===== config.mk =====
export PLATFORM = sky130hd
export DESIGN_NAME = ble_auth_rx
export DESIGN_NICKNAME = d
export VERILOG_FILES = /design/src/rtl/ble_auth_rx.sv
export SDC_FILE = /design/constraint.sdc
export NUM_CORES = 1
export LEC_CHECK = 0
export BUFFER_PORTS_ARGS = -buffer_cell sky130_fd_sc_hd__buf_2
export CAP_MARGIN = 20
export CORE_UTILIZATION = 30
export CTS_CLUSTER_DIAMETER = 120
export CTS_CLUSTER_SIZE = 20
export DETAILED_ROUTE_END_ITERATION = 10
export GPL_TIMING_DRIVEN = 0
export PLACE_DENSITY = 0.57
export SKIP_LAST_GASP = 1
export SYNTH_ARGS = -nofsm -noshare
export SYNTH_HDL_FRONTEND = slang
export SYNTH_SLANG_ARGS = --single-unit

===== constraint.sdc =====
create_clock -name clk -period 2.1 [get_ports clk]
set_clock_uncertainty 0.1 [all_clocks]
set_input_delay 0.315 -clock clk [delete_from_list [all_inputs] [get_ports clk]]
set_output_delay 0.315 -clock clk [all_outputs]
set_load 0.02 [all_outputs]

===== src/rtl/ble_auth_rx.sv =====
// BLE 8N1 command receiver plus rider-authorization FSM driving pwr_up.
// Optional heartbeat timeout in PWR1 is enabled by defining AUTH_TIMEOUT_EN.
//
// rx state | meaning
// IDLE     | line idle, waiting for a falling edge on synchronized RX
// RECV     | sampling start, 8 data and stop bit at mid-bit
//
// auth state | meaning
// OFF        | not authorized, pwr_up low
// PWR1       | authorized and running
// PWR2       | stop requested, waiting for rider_off
module ble_auth_rx #(
    parameter int          BAUD_DIV   = 5208,
    parameter logic [7:0]  GO_CODE    = 8'h47,
    parameter logic [7:0]  STOP_CODE  = 8'h53,
    parameter logic [23:0] TMO_CYCLES = 24'hFFFFFF
) (
    input  logic       clk,
    input  logic       rst_n,
    input  logic       RX,
    input  logic       rider_off,
    output logic       pwr_up,
    output logic [7:0] rx_data,
    output logic       rx_rdy,
    output logic       frm_err
);

    localparam int CW = $clog2(BAUD_DIV + 1);
    localparam logic [CW-1:0] HALF_BIT = CW'(BAUD_DIV / 2);
    // Reload one less than BAUD_DIV since the zero cycle itself is part of the period.
    localparam logic [CW-1:0] FULL_BIT = CW'(BAUD_DIV - 1);

    localparam logic [0:0] IDLE = 1'b0;
    localparam logic [0:0] RECV = 1'b1;

    localparam logic [1:0] OFF  = 2'd0;
    localparam logic [1:0] PWR1 = 2'd1;
    localparam logic [1:0] PWR2 = 2'd2;

    logic          rx_ff1, rx_ff2;
    logic [0:0]    rx_state;
    logic [CW-1:0] baud_cnt;
    logic [3:0]    bit_cnt;
    logic [8:0]    shift;
    logic [1:0]    auth_state, auth_next;
    logic          go_rx, stop_rx, tmo_hit;

    always_ff @(posedge clk or negedge rst_n) begin
        if (!rst_n) begin
            rx_ff1 <= 1'b1;
            rx_ff2 <= 1'b1;
        end else begin
            rx_ff1 <= RX;
            rx_ff2 <= rx_ff1;
        end
    end

    always_ff @(posedge clk or negedge rst_n) begin
        if (!rst_n) begin
            rx_state <= IDLE;
            baud_cnt <= '0;
            bit_cnt  <= '0;
            shift    <= '0;
            rx_data  <= 8'h00;
            rx_rdy   <= 1'b0;
            frm_err  <= 1'b0;
        end else begin
            rx_rdy  <= 1'b0;
            frm_err <= 1'b0;
            case (rx_state)
                IDLE: begin
                    if (!rx_ff2) begin
                        rx_state <= RECV;
                        baud_cnt <= HALF_BIT;
                        bit_cnt  <= '0;
                    end
                end
                RECV: begin
                    if (baud_cnt != '0) begin
                        baud_cnt <= baud_cnt - 1'b1;
                    end else begin
                        baud_cnt <= FULL_BIT;
                        bit_cnt  <= bit_cnt + 4'd1;
                        if (bit_cnt == 4'd0) begin
                            if (rx_ff2) rx_state <= IDLE;
                        end else begin
                            shift <= {rx_ff2, shift[8:1]};
                            if (bit_cnt == 4'd9) begin
                                rx_state <= IDLE;
                                if (rx_ff2) begin
                                    rx_data <= shift[8:1];
                                    rx_rdy  <= 1'b1;
                                end else begin
                                    frm_err <= 1'b1;
                                end
                            end
                        end
                    end
                end
                default: rx_state <= IDLE;
            endcase
        end
    end

`ifdef AUTH_TIMEOUT_EN
    logic [23:0] tmo_cnt;

    always_ff @(posedge clk or negedge rst_n) begin
        if (!rst_n) begin
            tmo_cnt <= '0;
        end else if (rx_rdy || auth_state == OFF) begin
            tmo_cnt <= '0;
        end else if (auth_state == PWR1 && tmo_cnt != TMO_CYCLES) begin
            tmo_cnt <= tmo_cnt + 24'd1;
        end
    end

    assign tmo_hit = (auth_state == PWR1) && (tmo_cnt == TMO_CYCLES);
`else
    logic unused_tmo;
    assign unused_tmo = ^TMO_CYCLES;
    assign tmo_hit    = 1'b0;
`endif

    assign go_rx   = rx_rdy && (rx_data == GO_CODE);
    assign stop_rx = (rx_rdy && (rx_data == STOP_CODE)) || tmo_hit;

    always_comb begin
        auth_next = auth_state;
        case (auth_state)
            OFF:     if (go_rx) auth_next = PWR1;
            PWR1:    if (stop_rx) auth_next = rider_off ? OFF : PWR2;
            PWR2: begin
                if (go_rx)          auth_next = PWR1;
                else if (rider_off) auth_next = OFF;
            end
            default: auth_next = OFF;
        endcase
    end

    always_ff @(posedge clk or negedge rst_n) begin
        if (!rst_n) begin
            auth_state <= OFF;
            pwr_up     <= 1'b0;
        end else begin
            auth_state <= auth_next;
            pwr_up     <= (auth_next != OFF);
        end
    end

endmodule


; Word level (Yosys, flattened, before mapping)
; Cells that the tools add are included.
[totals]
ff_bits = 42
input_bits = 4
out_inout_bits = 11
elab_cells = 58
[classes]
add_sub_neg = 2
eq_ne = 7
n_mux = 26
bitwise_logic = 3
n_reduce_logical = 9
[ops]
columns = operator, count
row1 = two-way mux 13 bit, 2
row2 = one-hot mux 13 bit (2 select lines), 1
row3 = "equality test 8 x 7 -> 1 bit, second input constant", 2
row4 = two-way mux 1 bit, 13
row5 = nonzero test 13 bit, 1
row6 = "subtractor 13 x 1 -> 13 bit, second input constant", 1
row7 = two-way mux 2 bit, 5
row8 = two-way mux 4 bit, 2
row9 = one-hot mux 4 bit (2 select lines), 1
row10 = one-hot mux 2 bit (3 select lines), 1
row11 = AND reduction 5 bit, 1
row12 = "adder 4 x 1 -> 4 bit, second input constant", 1
row13 = "equality test 4 bit, second input constant", 1
row14 = logical NOT 4 bit, 1
row15 = "inequality test 2 bit, second input constant", 2
row16 = NOT 1 bit, 3
row17 = AND reduction 3 bit, 1
row18 = "equality test 2 x 1 -> 1 bit, second input constant", 1
row19 = "equality test 2 bit, second input constant", 1
row20 = logical AND 1 bit, 2
row21 = logical NOT 2 bit, 1
row22 = one-hot mux 1 bit (2 select lines), 1
row23 = AND reduction 2 bit, 1
row24 = nonzero test 2 bit, 1

; Logic depth before layout (Yosys ltp)
[logic_depth]
word_depth = 5
ltp_mapped = 7
depth_no_buf = 6

; Worst setup path before layout
; OpenSTA, ideal clock, no wires.
[synth_timing]
path_kind = register to register
from = register baud_cnt[0]
to = register rx_data[0]
setup_time_ns = 0.125
arrival_ns = 1.641
required_ns = 1.875
slack_ns = 0.234
stages_incl_launch_ff = 7
path_buffers = 0
period_less_slack_ns = 1.866
path_cell_list = dfrtp_1 inv_1 ha_1 nor4b_2 nand4_1 nor2_4 mux2_2
[synth_between]
elab_chain_len = 3
[synth_lines]
columns = element, line
row1 = from (decl), 42  ; logic [CW-1:0] baud_cnt;
row2 = from (signal assigned), 80  ; baud_cnt <= baud_cnt - 1'b1;
row3 = nonzero test 13 bit, 79  ; if (baud_cnt != '0) begin
row4 = NOT 1 bit (no source line), --
row5 = AND reduction 5 bit (no source line), --
row6 = to (signal assigned), 91  ; rx_data <= shift[8:1];
row7 = to (decl), 23  ; output logic [7:0] rx_data,
; No other way between the ends.
; A chain may end at the register's enable or synchronous reset.

; Worst setup path after layout
[layout_timing]
from = register baud_cnt[1]
to = register rx_data[4]
; The elaborated chain is that of the path after synthesis.

==> results.tsv <==
stage	metric	value	unit
floorplanning	ioPinCount	15	
global_route	grt-ovfl-total	0	
critical_path	slowest_stage	dfrtp_1	
cells_and_area	final_common_cell	dfrtp_1	
route	ant_nets	0	
cts	cts_buffers	5	
sta	post-route-period-util	0.9511	
route	drc	6	
power_and_ir_drop	ir_drop	0.0002856	V
critical_path	r2r_setup_slack	0.10	ns
hold_path	min_path_type	input pin to register	
place	dp_hpwl	2.469	mm
critical_path	required	2.18	ns
critical_path	crit_buf_inv	2	
place	place_inst	264	
route	drt_first_iter_violations	53	
yosys	synth.largest_area_cell	dfrtp_1	
sta	fmax	0.5007	GHz
hold_path	hold_depth	1	
global_route	antenna_found_initial	0	
cts	htreeDepth	2	
critical_path	critPathKind	register to register	
route	dr.pass1.iters	7	
cells_and_area	num-nets-final	206	
yosys	synth_area_leaders	dfrtp_1, mux2_4, mux2_2	
yosys	netlist_instances	173	
critical_path	cp.arrival	2.08	ns
route	routed_via_density	5.055	
yosys	avgSynthCellArea	11.66	sq um
sta	slew_violations	0	
critical_path	max_stage_delay	0.43	ns
cts	cts.sinks	41	
yosys	synth_cell_types	42	
sta	grt_setup_unrepaired	yes	
place	portBuffers	14	
critical_path	cp_top_family	simple AND/OR/NAND/NOR gates	
global_route	grt_max_degree	42	
critical_path	r2r-end	rx_data[4]	
critical_path	worstPathCellList	inv_2 -> ha_1 -> nor4b_4 -> nand4_1 -> nor2_4 -> buf_12 -> mux2_2	
global_route	grt_pass1_vias	1358	
route	wl	3.767	mm
yosys	ys_seq_area_frac	0.5099	
place	gp_congestion	0.7475	
cts	cts_root_buf	clkbuf_8	
run_status	violations	DRC	
yosys	ys_ff_latch	41	
sta	worst_pin_slew	0.9373	ns
route	route.vias.total	1390	
power_and_ir_drop	leakage	1.019	nW
floorplanning	rows	29	
sta	whs	0.01191	ns
cells_and_area	finalNonFillerCells	275	
global_route	grt_pass1_wl	6.748	mm
power_and_ir_drop	p_per_area	621.0	nW/um^2
sta	final.min_clock_period	1.997	ns
critical_path	cp-start-kind	register	
cts	cts_tree	built	
critical_path	reg2reg_from	baud_cnt[1]	
route	wl_per_cell	13.70	um
sta	relSlewSlack	0.3751	
yosys	ys_warn_count	0	
critical_path	worstSetupEndpointType	register	
hold_path	hold_end	rx_ff1	
floorplanning	die_area	7055	sq um
hold_path	worst_hold_startpoint	RX	
floorplanning	die_y	84.00	um
sta	setup_violations	0	
global_route	grtUsageTotal	0.1199	
cts	clk_pin_slew	0.08	ns
yosys	netlist.area_leader.share	0.4839	
run	max_cap_violations	0	
cells_and_area	syn2layout_area_growth	16.94	%
yosys	synthesis.nets	182	
critical_path	cp_max_fo	8	
floorplanning	core_area	6422	sq um
cts	ctsLongestPathBuffers	2	
cells_and_area	drive_gt1_frac	0.2778	
cts	postCtsHoldBufs	0	
cells_and_area	diodes	0	
cts	clk_latency	0.29	ns
critical_path	r2r_cells	7	
run_status	status	finished, violations left	
sta	final_hold_viol_count	0	
cells_and_area	final_core_util	0.3672	
cells_and_area	final_cell_mix	dfrtp_1, buf_2, nand2_1, nand3_1, mux2_4	
floorplanning	fp.dieW	84.00	um
yosys	synthesis.area	2017	sq um
floorplanning	start_util	0.3140	
==> flip-flops by register name, summed over array words and instances, names as in the netlist <==
signal      flops
rx_rdy          1
baud_cnt       13
rx_ff2          1
pwr_up          1
shift           8
auth_state      2
frm_err         1
rx_state        1
bit_cnt         4
rx_ff1          1
rx_data         8
==> stage by stage <==
step | setup WS, ns | setup TNS (ns) | power, W | instance area (sq um)
2_1_floorplan | 0.2341 | 0 | 0.0008150 | 2017
3_3_place_gp | -0.08438 | -0.1210 | 0.0008371 | 2183
3_5_place_dp | -0.1268 | -0.2156 | 0.0008374 | 2183
4_1_cts | 0.01360 | 0 | 0.001488 | 2312
5_1_grt | -0.01081 | -0.02355 | 0.001532 | 2359
6_report | 0.1028 | 0 | 0.001465 | 2359
==> layer usage <==
metal	vias up	global-route usage	part of all wire
met5	-	0	0
met4	0	0.03448	0.0096
met3	5	0.03264	0.033
met2	23	0.1826	0.44
met1	687	0.1666	0.51
li1	675	-	-
==> logic make-up (layout without fill, tap and decap cells) <==
family | count (synthesis) | count (layout) | synth area share
buffers and inverters | 13 | 38 | 0.02481
AOI/OAI and AO/OA | 30 | 30 | 0.09802
adders and majority gates | 5 | 5 | 0.03102
xor gates and xnor gates | 8 | 8 | 0.03474
muxes | 17 | 17 | 0.1092
DFF | 41 | 41 | 0.5099
and+or+nand+nor | 59 | 59 | 0.1923
==> worst register-to-register path, stage by stage (launching register included) <==
cell and delay, ns:
dfrtp_1 0.43, inv_2 0.07, ha_1 0.14, nor4b_4 0.29, nand4_1 0.21, nor2_4 0.17
buf_12 0.14, mux2_2 0.32
==> worst max-delay path by stage <==
| stage | startpoint | end | cells past startpoint | slack [ns] |
|---|---|---|---|---|
| finish | baud_cnt[1] | rx_data[4] | 7 | 0.10 |
| global route | baud_cnt[1] | rx_data[3] | 7 | -0.01 |
| CTS | rx_ff2 | rx_data[4] | 4 | 0.01 |
| detailed placement | baud_cnt[0] | baud_cnt[6] | 6 | -0.13 |
| global placement | baud_cnt[0] | baud_cnt[6] | 6 | -0.08 |
| floorplan | baud_cnt[0] | rx_data[0] | 6 | 0.23 |
==> cell usage after synthesis (all sizes together) <==
| library cell | count |
|---|---|
| xor2 | 7 |
| or3 | 1 |
| dfrtp | 39 |
| nor2b | 6 |
| nor3 | 2 |
| nand3 | 11 |
| o211ai | 8 |
| o21ai | 8 |
| o22ai | 4 |
| mux2i | 1 |
| nor4 | 3 |
| a21o | 1 |
| a21boi | 1 |
| o31a | 1 |
| xnor2 | 1 |
| or4 | 2 |
| nor4bb | 1 |
| nand3b | 2 |
| inv | 7 |
| and4 | 1 |
| nor3b | 1 |
| clkbuf | 4 |
| a211oi | 1 |
| dfstp | 2 |
| ha | 5 |
| clkinv | 1 |
| nand2 | 13 |
| buf | 1 |
| mux2 | 16 |
| nand4 | 2 |
| nor4b | 2 |
| a31o | 1 |
| nand2b | 1 |
| o311ai | 2 |
| nand4b | 3 |
| a21oi | 3 |
| nor2 | 8 |
==> cell type report <==
cell class / instances / area [sq um]
Fill cell: 630 / 4064
Sequential cell: 41 / 1028
Multi-Input combinational cell: 119 / 962.2
Timing Repair Buffer: 17 / 105.1
Tap cell: 77 / 96.34
Clock buffer: 5 / 68.82
Clock inverter: 3 / 46.29
Inverter: 8 / 30.03
Buffer: 5 / 21.27
==> report_power, final <==
part / switching [W] / internal, W / leakage, nW
clock: 0.000289 / 0.000356 / 0.0543
combinational: 0.0000227 / 0.00000472 / 0.444
sequential: 0.000000409 / 0.000792 / 0.521
total: 0.000312 / 0.00115 / 1.02
==> what timing repair did <==
item,CTS,global route
gates resized for setup,2,5
endpoints found under the setup margin,11,12
pin swaps,1,2
buffers inserted,0,3
No activity file was read; power rests on OpenSTA's default activity.
